## src/rtl/neuron_scheduler.sv

```systemverilog
// Time-multiplexes NUM_NEURONS Izhikevich state pairs onto one external RK4 solver,
// one neuron per solver handshake, with per-neuron input current and spike bookkeeping.
module neuron_scheduler #(
  parameter int          NUM_NEURONS = 8,
  parameter logic [15:0] V_INIT      = 16'hDF80,
  parameter logic [15:0] U_INIT      = 16'hF300,
  parameter logic [15:0] C_RESET     = 16'hDF80,
  parameter logic [15:0] D_INC       = 16'h0400
) (
  input  logic        clk,
  input  logic        reset,
  input  logic        run,
  input  logic        init,
  input  logic        cfg_we,
  input  logic [2:0]  cfg_addr,
  input  logic [15:0] cfg_I,
  input  logic [2:0]  rd_addr,
  output logic [15:0] rd_v,
  output logic [15:0] rd_u,
  output logic        slv_start,
  output logic [15:0] slv_v_in,
  output logic [15:0] slv_u_in,
  output logic [15:0] slv_I_in,
  input  logic [15:0] slv_v_out,
  input  logic [15:0] slv_u_out,
  input  logic        slv_spike,
  input  logic        slv_done,
  output logic        busy,
  output logic        step_done,
  output logic [7:0]  spike_vec,
  output logic [15:0] step_count
);

  typedef enum logic [2:0] {S_IDLE, S_ISSUE, S_WAIT, S_WBACK, S_FINISH} state_t;
  localparam logic [2:0] LAST_IDX = 3'(NUM_NEURONS - 1);

  state_t      r_state;
  logic [2:0]  r_idx;
  logic [15:0] r_v [8];
  logic [15:0] r_u [8];
  logic [15:0] r_I [8];
  logic        r_slv_start;
  logic [15:0] r_op_v, r_op_u, r_op_I;
  logic [15:0] r_cap_v, r_cap_u;
  logic        r_cap_spk;
  logic [7:0]  r_spk;
  logic        r_busy, r_step_done;
  logic [7:0]  r_spike_vec;
  logic [15:0] r_step_count;

  logic [2:0]  w_next_idx;
  logic [7:0]  w_spk_merged;

  assign w_next_idx   = r_idx + 3'd1;
  assign w_spk_merged = r_spk | ({7'd0, r_cap_spk} << r_idx);

  always_ff @(posedge clk or posedge reset) begin
    if (reset) begin
      r_state      <= S_IDLE;
      r_idx        <= 3'd0;
      for (int i = 0; i < 8; i++) begin
        r_v[i] <= V_INIT;
        r_u[i] <= U_INIT;
        r_I[i] <= 16'd0;
      end
      r_slv_start  <= 1'b0;
      r_op_v       <= 16'd0;
      r_op_u       <= 16'd0;
      r_op_I       <= 16'd0;
      r_cap_v      <= 16'd0;
      r_cap_u      <= 16'd0;
      r_cap_spk    <= 1'b0;
      r_spk        <= 8'd0;
      r_busy       <= 1'b0;
      r_step_done  <= 1'b0;
      r_spike_vec  <= 8'd0;
      r_step_count <= 16'd0;
    end else begin
      r_slv_start <= 1'b0;
      r_step_done <= 1'b0;
      if (cfg_we)
        r_I[cfg_addr] <= cfg_I;

      case (r_state)
        S_IDLE: begin
          if (init) begin
            for (int i = 0; i < 8; i++) begin
              r_v[i] <= V_INIT;
              r_u[i] <= U_INIT;
            end
          end else if (run) begin
            // Operands are latched here so a config write during ISSUE waits for the next sweep.
            r_idx       <= 3'd0;
            r_busy      <= 1'b1;
            r_slv_start <= 1'b1;
            r_op_v      <= r_v[0];
            r_op_u      <= r_u[0];
            r_op_I      <= r_I[0];
            r_state     <= S_ISSUE;
          end
        end
        S_ISSUE: r_state <= S_WAIT;
        S_WAIT: begin
          if (slv_done) begin
            r_cap_v   <= slv_v_out;
            r_cap_u   <= slv_u_out;
            r_cap_spk <= slv_spike;
            r_state   <= S_WBACK;
          end
        end
        S_WBACK: begin
          if (r_cap_spk) begin
            r_v[r_idx] <= C_RESET;
            r_u[r_idx] <= r_cap_u + D_INC;
          end else begin
            r_v[r_idx] <= r_cap_v;
            r_u[r_idx] <= r_cap_u;
          end
          if (r_idx < LAST_IDX) begin
            r_spk       <= w_spk_merged;
            r_idx       <= w_next_idx;
            r_slv_start <= 1'b1;
            r_op_v      <= r_v[w_next_idx];
            r_op_u      <= r_u[w_next_idx];
            r_op_I      <= r_I[w_next_idx];
            r_state     <= S_ISSUE;
          end else begin
            // Sweep results are published together with the step_done pulse.
            r_spike_vec  <= w_spk_merged;
            r_spk        <= 8'd0;
            r_step_count <= r_step_count + 16'd1;
            r_step_done  <= 1'b1;
            r_state      <= S_FINISH;
          end
        end
        S_FINISH: begin
          r_busy  <= 1'b0;
          r_idx   <= 3'd0;
          r_state <= S_IDLE;
        end
        default: r_state <= S_IDLE;
      endcase
    end
  end

  assign rd_v       = r_v[rd_addr];
  assign rd_u       = r_u[rd_addr];
  assign slv_start  = r_slv_start;
  assign slv_v_in   = r_op_v;
  assign slv_u_in   = r_op_u;
  assign slv_I_in   = r_op_I;
  assign busy       = r_busy;
  assign step_done  = r_step_done;
  assign spike_vec  = r_spike_vec;
  assign step_count = r_step_count;

endmodule

```

## config.mk

```make
export PLATFORM = sky130hd
export DESIGN_NAME = neuron_scheduler
export DESIGN_NICKNAME = d
export VERILOG_FILES = /design/src/rtl/neuron_scheduler.sv
export SDC_FILE = /design/constraint.sdc
export NUM_CORES = 1
export LEC_CHECK = 0
export CAP_MARGIN = 20
export CORE_MARGIN = 4
export CORE_UTILIZATION = 54
export DETAILED_ROUTE_END_ITERATION = 8
export PLACE_DENSITY = 0.81
export SYNTH_ARGS = -nofsm -noshare
export SYNTH_HDL_FRONTEND = slang
export SYNTH_SLANG_ARGS = --single-unit
```

## constraint.sdc

```tcl
create_clock -name clk -period 16.5 [get_ports clk]
set_input_delay 2.475 -clock clk [delete_from_list [all_inputs] [get_ports clk]]
set_output_delay 2.475 -clock clk [all_outputs]
set_load 0.05 [all_outputs]
```

; ---- After elaboration in Yosys (flattened, before gate mapping)
; Index checks and enable logic that the tools add are counted.
[totals]
output_inout_bits = 107
latchBits = 0
ram_bits = 0
memories = 0
reg_bits = 506
mem_bits_ro = 0
[op_classes]
mul = 0
n_reduce_logical = 13
n_shift = 1
n_bitwise = 9
eq_ne = 9
order_cmp = 7
div_mod_pow = 0
mux = 60
add_sub_neg = 3
[op_table]
columns = operator, n
row1 = bitwise mux 128 bit, 4
row2 = two-way mux 128 bit, 4
row3 = case mux 128 bit (2 select lines), 2
row4 = two-way mux 16 bit, 21
row5 = binary-select mux 16 bit (select 3 bit), 5
row6 = demux 16 bit (select 3 bit), 2
row7 = case mux 16 bit (2 select lines), 3
row8 = AND 64 bit, 1
row9 = inverter 64 bit, 1
row10 = OR 64 bit, 1
row11 = two-way mux 3 bit, 7
row12 = "adder 16 x 1 -> 16 bit, second input constant", 1
row13 = "adder 16 x 11 -> 16 bit, second input constant", 1
row14 = ">= comparator 4 bit, second input constant", 4
row15 = inverter 3 -> 4 bit, 4
row16 = case mux 3 bit (4 select lines), 1
row17 = "inequality test 2 bit, second input constant", 5
row18 = case mux 3 bit (3 select lines), 1
row19 = "less-than comparator 4 x 1 -> 1 bit, second input constant", 2
row20 = two-way mux 8 bit, 1
row21 = OR 8 bit, 1
row22 = AND reduction 4 bit, 2
row23 = << shifter 1 x 3 -> 8 bit, 1
row24 = two-way mux 1 bit, 7
row25 = other kinds (13), 20

; ---- Logic depth before layout (Yosys ltp)
; Gate-level depths: netlist of the first run.
[logic_depth]
word_depth = 9
ltp_mapped = 9
mapped_depth_nobuf = 5

; ---- Least setup slack after synthesis of the first run
; No wires, ideal clock.
[synth_timing]
kind = input-to-output
from = input port rd_addr[0]
to = output port rd_v[0]
path_slack_ps = 9939
cell_stages = 5
arrival_ps = 4086
cell_sequence = buf_2 -> buf_2 -> clkbuf_1 -> mux4_2 -> mux2_2
[synth_via]
elab_chain_len = 4
[synth_rtl]
columns = item, line_no
row1 = "start, declared", 17  ; input logic [2:0] rd_addr,
row2 = inverter 3 -> 4 bit (implied by the code), 146  ; assign rd_v = r_v[rd_addr];
row3 = binary-select mux 16 bit (select 3 bit), 146
row4 = two-way mux 16 bit (implied by the code) (2 in series), 146
row5 = "end, declared", 18  ; output logic [15:0] rd_v,
; Every way passes these cells. The select of a mux whose other input is x is not followed.

; ---- Worst setup path in the final report of the first run
[layout_timing]
from = input port rd_addr[1]
to = output port rd_v[13]
; Same word-level chain as after synthesis.

==> results of run 1 <==
[area by class of cell]
type                            instances  area share (%)
Sequential cell                       506            45.5
Clock buffer                           84            5.62
Tap cell                              592            2.63
Clock inverter                         14           0.538
Multi-Input combinational cell        958            38.5
Inverter                                5          0.0934
Timing Repair Buffer                  203            7.13
[cell usage after synthesis, types with 2 or more instances]
cell type,count
buf_4,8
dfrtp_1,394
o21ai_0,13
mux4_2,160
nor3_1,3
mux2_2,249
nor2_2,2
a21oi_4,9
nor3_2,10
clkbuf_1,48
a21oi_1,12
and3_1,50
nor2_1,32
a22o_1,135
a31oi_1,7
or3_1,2
o2bb2ai_1,8
and3b_1,3
xnor2_1,12
buf_1,28
inv_1,5
nor3b_2,3
a2bb2oi_1,70
a221o_1,48
nand2_1,32
dfstp_2,112
nand2b_1,3
nand2_2,2
xor2_1,8
nand4b_1,3
and2_1,4
o32a_1,10
nand3_1,10
nand4_1,9
o22a_1,24
ha_1,3
buf_6,7
o21ai_2,7
buf_2,56
[report_power, final]
group	leakage (nW)	switching [mW]	internal, mW
clock	0.848	0.495	0.688
sequential	6.23	0.314	1.59
combinational	4.38	1.19	0.905
[logic make-up (layout without fill, tap and decap cells)]
group                    after synthesis  in the layout  synth area share (%)
AO/OA/AOI/OAI                        346            346                  12.6
XOR/XNOR                              20             20                 0.722
adder cells (fa/ha/maj)                3              3                 0.155
buffers and inverters                153            306                  3.00
flip-flops                           506            506                  52.8
multiplexers                         410            410                  26.4
AND/OR/NAND/NOR                      179            179                  4.33
[metal layers]
metal	global-route usage, %	wire, µm	vias up
li1	-	-	6614
met5	0	27	-
met2	44.1	32100	901
met1	37.7	26100	8554
met3	5.89	5640	181
met4	10.8	2360	4
[stage by stage]
step / power (mW) / setup slack (ns)
global route: 5.39 / 9.11
global placement: 3.91 / 9.02
floorplan: 3.33 / 0.0806
CTS: 5.17 / 8.98
finish: 5.18 / 9.19
detailed placement: 3.98 / 8.99
[cell usage in the layout (no fill, tap or decap), types with 24 or more instances in the layout]
cell	n
buf_4	33
dfstp_2	112
a22o_1	135
mux4_2	160
o22a_1	24
and3_1	50
nor2_1	27
a221o_1	48
nand2_1	32
clkbuf_16	53
mux2_2	249
clkdlybuf4s50_1	164
dfrtp_1	393
a2bb2oi_1	70
[worst max-delay path: cells and delay by family]
kind | cells | cell delay, ns
buffers and inverters | 3 | 1.47
multiplexers | 2 | 0.86
[state kept, by name (all words and copies together) (netlist names)]
name / count
r_state: 3
slv_start: 1
slv_v_in: 16
r_I: 128
step_count: 16
slv_I_in: 16
r_u: 128
spike_vec: 8
r_cap_v: 16
r_cap_spk: 1
step_done: 1
r_idx: 3
r_cap_u: 16
slv_u_in: 16
r_v: 128
busy: 1
r_spk: 8
[path summary, 6_finish.rpt]
| path | depth (start not counted) | start | slack [ns] | endpoint |
|---|---|---|---|---|
| worst max-delay path | 5 | rd_addr[1] | 9.19 | rd_v[13] |
| worst min-delay path | 1 | step_count[15] | 0.47 | step_count[15] |
| worst max register to register | 7 | r_state[2] | 12.82 | slv_I_in[15] |
| worst min register to register | 1 | step_count[15] | 0.47 | step_count[15] |
| max in group asynchronous | 4 | reset | 11.74 | r_v[116] |
| min in group asynchronous | 2 | reset | 2.41 | slv_I_in[14] |
==> metrics.md, run 1 <==
| Metric | Value |
|---|---|
| Resized Gates After CTS | `0` |
| Share of cells above drive strength 1 | `39.0%` |
| Cts bufs inserted | `53` |
| Layout Skew | `roughly 0.03 ns` |
| Number of top-level pins | `168` |
| Die height | `220 µm` |
| Min-delay worst type | `reg -> reg` |
| Multi-input logic area | `10800 µm²` |
| Cell variety after synth | `55` |
| Post-DP Area | `between 20000 and 30000 µm²` |
| Largest net degree at the start of global routing | `116` |
| Post-synthesis sequential area ratio | `52.8%` |
| Final Cell Area | `approximately 28000 µm²` |
| Max IR drop VDD | `0.149 mV` |
| Final Max Tran Viols | `0` |
| Ys Warns | `0` |
| Synth Register Bits | `506` |
| Register area | `12800 µm²` |
| CP startpoint kind | `input pin` |
| Finished Layout Cells | `2362` |
| Synth area leaders | `dfrtp_1, mux4_2, dfstp_2` |
| Crit path largest cell delay | `between 0.7 and 0.8 ns` |
| Core box area | `44300 µm²` |
| Worst path slowest cell | `clkdlybuf4s50_1` |
| Total GRT Usage | `27.7%` |
| Syn_nets | `1681` |
| Kind of end point of the critical path | `output port` |
| Initial Utilization | `about 55%` |
| Final period utilization | `44.3%` |
| Largest area contributor in the netlist | `dfrtp_1` |
| # DRC | `0` |
| DR iter-0 viols | `~1900` |
| Die X | `220 µm` |
| First-pass GRT wire length | `103000 µm` |
| Hold Buf Count CTS | `0` |
| CP Class | `in -> out` |
| Clk_lat worst skew | `0.61 ns` |
| Fill count | `3212` |
| Hpwl dp | `40000 µm` |
| Crit path time final | `7.31 ns` |
| Number of port buffers | `~170` |
| Critical path, cell by cell | `buf_4 -> buf_16 -> mux4_2 -> mux2_2 -> clkdlybuf4s50_1` |
| Max_cap viols | `0` |
| Post-layout util | `between 60 and 70%` |
| RSZ-0062 raised after global routing | `false` |
| Post-synth top area share | `approximately two fifths` |
| Clock sink count | `approximately 500` |
| Async set or reset register ratio after synthesis | `100%` |
| WHS | `0.474 ns` |
| EDFF count, synth | `0` |
| Vias in the first global route | `17038` |
| Max Buffers Root-to-Sink | `3` |
| WP data required | `14.03 ns` |
| Max H-tree Level | `2` |
| Mapped cell area | `24300 µm²` |
| Setup_tns | `0 ns` |
| Placed cells | `approximately 2300` |
| N_diodes | `0` |
| Layout area overhead | `16.0%` |
| Clk slew on worst S/H paths | `0.06 ns` |
| Gate Count Post-Synth | `approximately 1600` |
| Leak pwr | `11.5 nW` |
| FP Rows | `77` |
| Post-DR wirelength/cell | `28.1 µm` |
| CP Data Arrival Time | `~4.8 ns` |
| Placer Congestion | `~0.86` |
| Final WL | `66300 µm` |
| Dominant synthesized flop cell | `dfrtp_1` |
| Initial antenna violation count | `2` |
| Global route total overflow | `0` |
| Setup Fix Bufs, Post-CTS | `0` |
| Routed vias | `between 15000 and 20000` |
| Fmax | `137 MHz` |
| CTS tree | `built` |
| Drt pass-1 iters | `6` |
| Mean area per synthesized cell | `about 15 µm²` |
| Max Fanout on Critical Path | `35` |
| Vias per std cell | `just under 7` |
| Setup violators final | `0` |
| Final hold vios | `0` |
| CTS root buf | `clkbuf_16` |
| Worst-margin pin slew | `1.16 ns` |
| Fin nets | `about 1800` |
| Status | `finished clean` |
| Area of the die | `48400 µm²` |
| Post-route ant nets | `0` |
| Cell area power density | `184 nW/µm²` |
| Slew margin rel. | `22.5%` |
No activity file was read; power rests on OpenSTA's default activity.
==> run 2: changes to the inputs <==
==> constraint.sdc (replaced) <==
create_clock -name clk -period 6.6 [get_ports clk]
set_input_delay 0.99 -clock clk [delete_from_list [all_inputs] [get_ports clk]]
set_output_delay 0.99 -clock clk [all_outputs]
set_load 0.05 [all_outputs]
==> metrics.md, run 2 (synthesis gave the netlist of run 1 again) <==
| Metric | Value |
|---|---|
| Most frequent CP cell | `buf_4` |
| Initial antenna violation count | `0` |
| Max IR drop VDD | `between 0.3 and 0.4 mV` |
| Fill count | `roughly 3200` |
| Leak pwr | `11.5 nW` |
| Logic pwr share | `40.2%` |
| Post-DR wirelength/cell | `28.0 µm` |
| Final period utilization | `68.6%` |
| Hold path cells | `2` |
| Kind of end point of the critical path | `output port` |
| Placed cells | `2255` |
| Resized Gates After CTS | `0` |
| Core box area | `44300 µm²` |
| Max_cap viols | `0` |
| Worst setup path startpoint | `rd_addr[1]` |
| Clk slew on worst S/H paths | `0.06 ns` |
| Die height | `220 µm` |
| # DRC | `0` |
| Clk pwr share | `24.0%` |
| Max Fanout on Critical Path | `35` |
| Hold path startpoint | `spike_vec[1]` |
| Setup Fix Bufs, Post-CTS | `0` |
| DR iter-0 viols | `2014` |
| First-pass GRT wire length | `103000 µm` |
| R2R setup slack | `3.00 ns` |
| R2R Path Start | `r_idx[1]` |
| Final WL | `66100 µm` |
| CP Data Arrival Time | `3.54 ns` |
| Vias per std cell | `6.94` |
| Largest net degree at the start of global routing | `approximately 180` |
| Slew margin rel. | `19.7%` |
| Status | `finished clean` |
| Internal power | `8.13 mW` |
| CTS root buf | `clkbuf_16` |
| Cell area power density | `~470 nW/µm²` |
| RSZ-0062 raised after global routing | `false` |
| Post-route ant nets | `0` |
| Hpwl dp | `38800 µm` |
| FP Rows | `77` |
| Number of port buffers | `167` |
| Worst path slowest cell | `clkdlybuf4s50_1` |
| CTS tree | `built` |
| Worst R2R End | `slv_I_in[15]` |
| Setup violators final | `0` |
| WP data required | `5.61 ns` |
| Critical path, cell by cell | `buf_4 -> buf_4 -> mux4_2 -> mux2_2 -> clkdlybuf4s50_1` |
| Hold Buf Count CTS | `0` |
| Finished Layout Cells | `2361` |
| Routed vias | `16386` |
| Final Max Tran Viols | `0` |
| Vias in the first global route | `17054` |
| Fin nets | `1787` |
| Layout Skew | `0.0363 ns` |
| Total Power | `13.2 mW` |
| Fmax | `221 MHz` |
| Sw Share | `38.3%` |
| Placer Congestion | `0.838` |
| Initial Utilization | `54.8%` |
| CP startpoint kind | `input pin` |
| Crit path largest cell delay | `0.71 ns` |
| Min-delay worst type | `reg -> reg` |
| Share of cells above drive strength 1 | `39.3%` |
| Global route total overflow | `0` |
| Drt pass-1 iters | `5` |
| Total GRT Usage | `27.5%` |
| CP Class | `in -> out` |
| N_diodes | `0` |
| Cts bufs inserted | `54` |
| Most common cell after layout, fill and taps aside | `dfrtp_1` |
| Clock sink count | `a little over 500` |
| Commonest cells after routing, fill and taps aside | `dfrtp_1, mux2_2, clkdlybuf4s50_1, mux4_2, a22o_1` |
| Layout area overhead | `16.4%` |
| Switching pwr | `5.05 mW` |
| Max H-tree Level | `2` |
| WHS | `a little under 0.5 ns` |
| Top Registers | `r_I x128, r_u x128, r_v x128` |
| Final hold vios | `0` |
| Clk_lat worst skew | `between 0.6 and 0.7 ns` |
| Worst r2r path cells | `6` |
| Hold Path Sink | `spike_vec[1]` |
| Max Buffers Root-to-Sink | `3` |
| Area of the die | `between 40000 and 50000 µm²` |
| Reg power frac | `35.8%` |
| Post-layout util | `63.8%` |
| Worst-margin pin slew | `roughly 1.2 ns` |
| Number of top-level pins | `168` |
| Crit path time final | `4.53 ns` |
| Die X | `between 200 and 250 µm` |
[run 2: cell count changes in the layout (fill, tap and decap cells not counted), sizes merged]
cell	previous run	this run
buf	39	34
clkbuf	84	81
clkinv	10	11
inv	5	8
bufinv	2	5
[run 2: area by class of cell]
class	count	area (µm²)	share of cell area, %
clock buffers	81	1600	5.67
clock inverters	21	263	0.930
inverters	5	22.5	0.0797
multi-input cells	958	10800	38.3
flip-flops and latches	506	12800	45.3
well taps	592	741	2.62
repair buffers	198	1990	7.04
[run 2: metrics by stage]
stage               setup slack [ns]  setup TNS (ns)  area (µm²)
floorplan                      -1.17         -459.78       24300
global placement                2.13               0       26300
detailed placement              2.07               0       26300
CTS                             2.07               0       28200
global route                    1.98               0       28300
finish                          2.07               0       28300
[run 2: power groups by stage]
stage	combinational (mW)	clock, mW	sequential [mW]
floorplan	3.49	0	4.84
global placement	5.10	0	4.68
detailed placement	5.19	0	4.73
CTS	5.23	3.20	4.69
global route	5.53	3.34	4.81
finish	5.29	3.16	4.72
[run 2: critical path: cells and delay by family]
kind | cells | cell delay [ns]
buffers and inverters | 3 | 1.80
multiplexers | 2 | 0.71
[run 2: worst max path at each step]
stage | cells after the start | slack [ns] | end
after detailed placement | 5 | 2.07 | rd_u[0]
final | 5 | 2.07 | rd_u[0]
after floorplan | 1 | -1.17 | busy
after global placement | 5 | 2.13 | rd_u[0]
after CTS | 5 | 2.07 | rd_u[0]
after global routing | 5 | 1.98 | rd_v[9]
[run 2: metal layers]
| layer | routed length, µm | vias to the layer above | part of all wire [%] | global-route usage (%) |
|---|---|---|---|---|
| met5 | 0 | - | 0 | 0 |
| met4 | 2660 | 0 | 4.0 | 11.8 |
| met3 | 5930 | 189 | 9.0 | 5.65 |
| met2 | 31700 | 959 | 48 | 43.6 |
| met1 | 25800 | 8626 | 39 | 37.4 |
| li1 | - | 6612 | - | - |
==> run 3: changes to the inputs <==
==> constraint.sdc (replaced) <==
create_clock -name clk -period 3.97 [get_ports clk]
set_input_delay 0.5955 -clock clk [delete_from_list [all_inputs] [get_ports clk]]
set_output_delay 0.5955 -clock clk [all_outputs]
set_load 0.05 [all_outputs]
==> metrics.md, run 3 (synthesis gave the netlist of run 1 again) <==
| Metric | Value |
|---|---|
| Cts bufs inserted | `55` |
| Largest net degree at the start of global routing | `109` |
| Clock sink count | `506` |
| Layout area overhead | `17.8%` |
| Share of cells above drive strength 1 | `40.1%` |
| R2R Path Start | `r_idx[0]` |
| Max Fanout on Critical Path | `23` |
| Top Registers | `r_I x128, r_u x128, r_v x128` |
| WP data required | `3.37 ns` |
| Crit path largest cell delay | `0.71 ns` |
| Area of the die | `48400 µm²` |
| Setup Fix Bufs, Post-CTS | `0` |
| Min-delay worst type | `in -> async` |
| RSZ-0062 raised after global routing | `false` |
| CTS tree | `built` |
| N_diodes | `0` |
| Max_cap viols | `0` |
| Resized Gates After CTS | `0` |
| DR iter-0 viols | `between 1500 and 2000` |
| Max H-tree Level | `2` |
| Crit path time final | `3.39 ns` |
| Slew margin rel. | `between 20 and 30%` |
| Vias in the first global route | `approximately 17000` |
| Hold Buf Count CTS | `0` |
| Register area | `12800 µm²` |
| Initial Utilization | `54.8%` |
| Post-route ant nets | `0` |
| Max Buffers Root-to-Sink | `3` |
| Fin nets | `1824` |
| Final hold vios | `0` |
| Leak pwr | `11.7 nW` |
| Worst-margin pin slew | `about 1.0 ns` |
| Worst R2R End | `slv_I_in[0]` |
| Status | `finished clean` |
| Cell area power density | `770 nW/µm²` |
| Pre-CTS setup slack | `0.573 ns` |
| Layout Skew | `0.0314 ns` |
| Fill count | `between 3000 and 4000` |
| Core box area | `roughly 44000 µm²` |
| Post-DR wirelength/cell | `between 20 and 30 µm` |
| Max IR drop VDD | `0.671 mV` |
| Die height | `220 µm` |
| Worst r2r path cells | `5` |
| Vias per std cell | `6.83` |
| Critical path, cell by cell | `buf_4 -> buf_12 -> mux4_2 -> mux2_2 -> clkdlybuf4s50_1` |
| Clk slew on worst S/H paths | `approximately 0.06 ns` |
| Commonest cells after routing, fill and taps aside | `dfrtp_1, mux2_2, clkdlybuf4s50_1, mux4_2, a22o_1` |
| Final Max Tran Viols | `0` |
| Final period utilization | `85.4%` |
| # DRC | `0` |
| Hpwl dp | `around 42000 µm` |
| CP delay by family, top | `buffers and inverters` |
| Placer Congestion | `approximately 0.85` |
| FP Rows | `77` |
| Number of port buffers | `167` |
| Fmax | `295 MHz` |
| Multi-input logic area | `10800 µm²` |
| Initial antenna violation count | `0` |
| CP Data Arrival Time | `2.79 ns` |
| Setup violators final | `0` |
| WP depth | `5` |
| Total Power | `22.0 mW` |
| CP startpoint kind | `input pin` |
| Setup ws final | `0.581 ns` |
| Number of top-level pins | `about 170` |
| Clk_lat worst skew | `0.62 ns` |
| CP Class | `in -> out` |
| Total GRT Usage | `between 20% and 30%` |
| Final WL | `about 66000 µm` |
| Drt pass-1 iters | `5` |
| First-pass GRT wire length | `104000 µm` |
| Routed vias | `~16000` |
| Global route total overflow | `0` |
| Most common cell after layout, fill and taps aside | `dfrtp_1` |
| Worst Path Buf+Inv | `3` |
| Worst path slowest cell | `clkdlybuf4s50_1` |
| Kind of end point of the critical path | `output port` |
| Die X | `220 µm` |
| R2R setup slack | `0.86 ns` |
| CTS root buf | `clkbuf_16` |
## run 3: cell types whose count changed in the layout (fill, tap and decap cells not counted), sizes merged
cell	previous run	this run
clkinvlp	2	1
buf	34	70
inv	8	6
clkbuf	81	89
clkinv	11	7
bufinv	5	4
## run 3: through the flow
stage	hold WS [ns]	instances	TNS, ns	utilization, %	area (µm²)
2_1_floorplan	0.448	1617	-1509.85	-	24300
3_3_place_gp	0.461	2293	0	60.2	26700
3_5_place_dp	0.477	2293	0	60.2	26700
4_1_cts	0.489	2395	0	64.5	28600
5_1_grt	0.501	2397	0	64.5	28600
6_report	0.479	2397	0	64.5	28600
## run 3: cell type report
| type | instances | share of cell area (%) |
|---|---|---|
| flip-flops and latches | 506 | 44.8 |
| multi-input cells | 958 | 37.8 |
| repair buffers | 234 | 8.12 |
| clock buffers | 89 | 5.97 |
| well taps | 592 | 2.59 |
| clock inverters | 13 | 0.657 |
| inverters | 5 | 0.0788 |
## run 3: per-layer routing
metal	vias to the layer above	share of wire [%]	GRT usage [%]
li1	6672	-	-
met1	8632	39	37.8
met2	868	48	44.1
met3	202	8.5	6.34
met4	0	4.5	11.3
met5	-	0	0
## run 3: worst max path at each step
stage / to / from / slack, ns
4_1_cts: rd_u[8] / rd_addr[0] / 0.57
6_report: rd_u[8] / rd_addr[0] / 0.58
3_3_place_gp: rd_u[8] / rd_addr[0] / 0.62
5_1_grt: rd_u[8] / rd_addr[0] / 0.52
3_5_place_dp: rd_u[8] / rd_addr[0] / 0.57
2_1_floorplan: busy / reset / -3.40
## run 3: power breakdown
| part | switching [mW] | internal (mW) |
|---|---|---|
| registers | 1.24 | 6.60 |
| clock network | 2.12 | 3.19 |
| logic | 5.00 | 3.85 |
| total | 8.35 | 13.6 |
## run 3: worst register-to-register path, stage by stage, from the launching register on
cell and delay, ns:
dfrtp_4 0.69, buf_4 0.86, mux4_2 0.63, and3_1 0.19, a221o_1 0.33, mux2_2 0.29
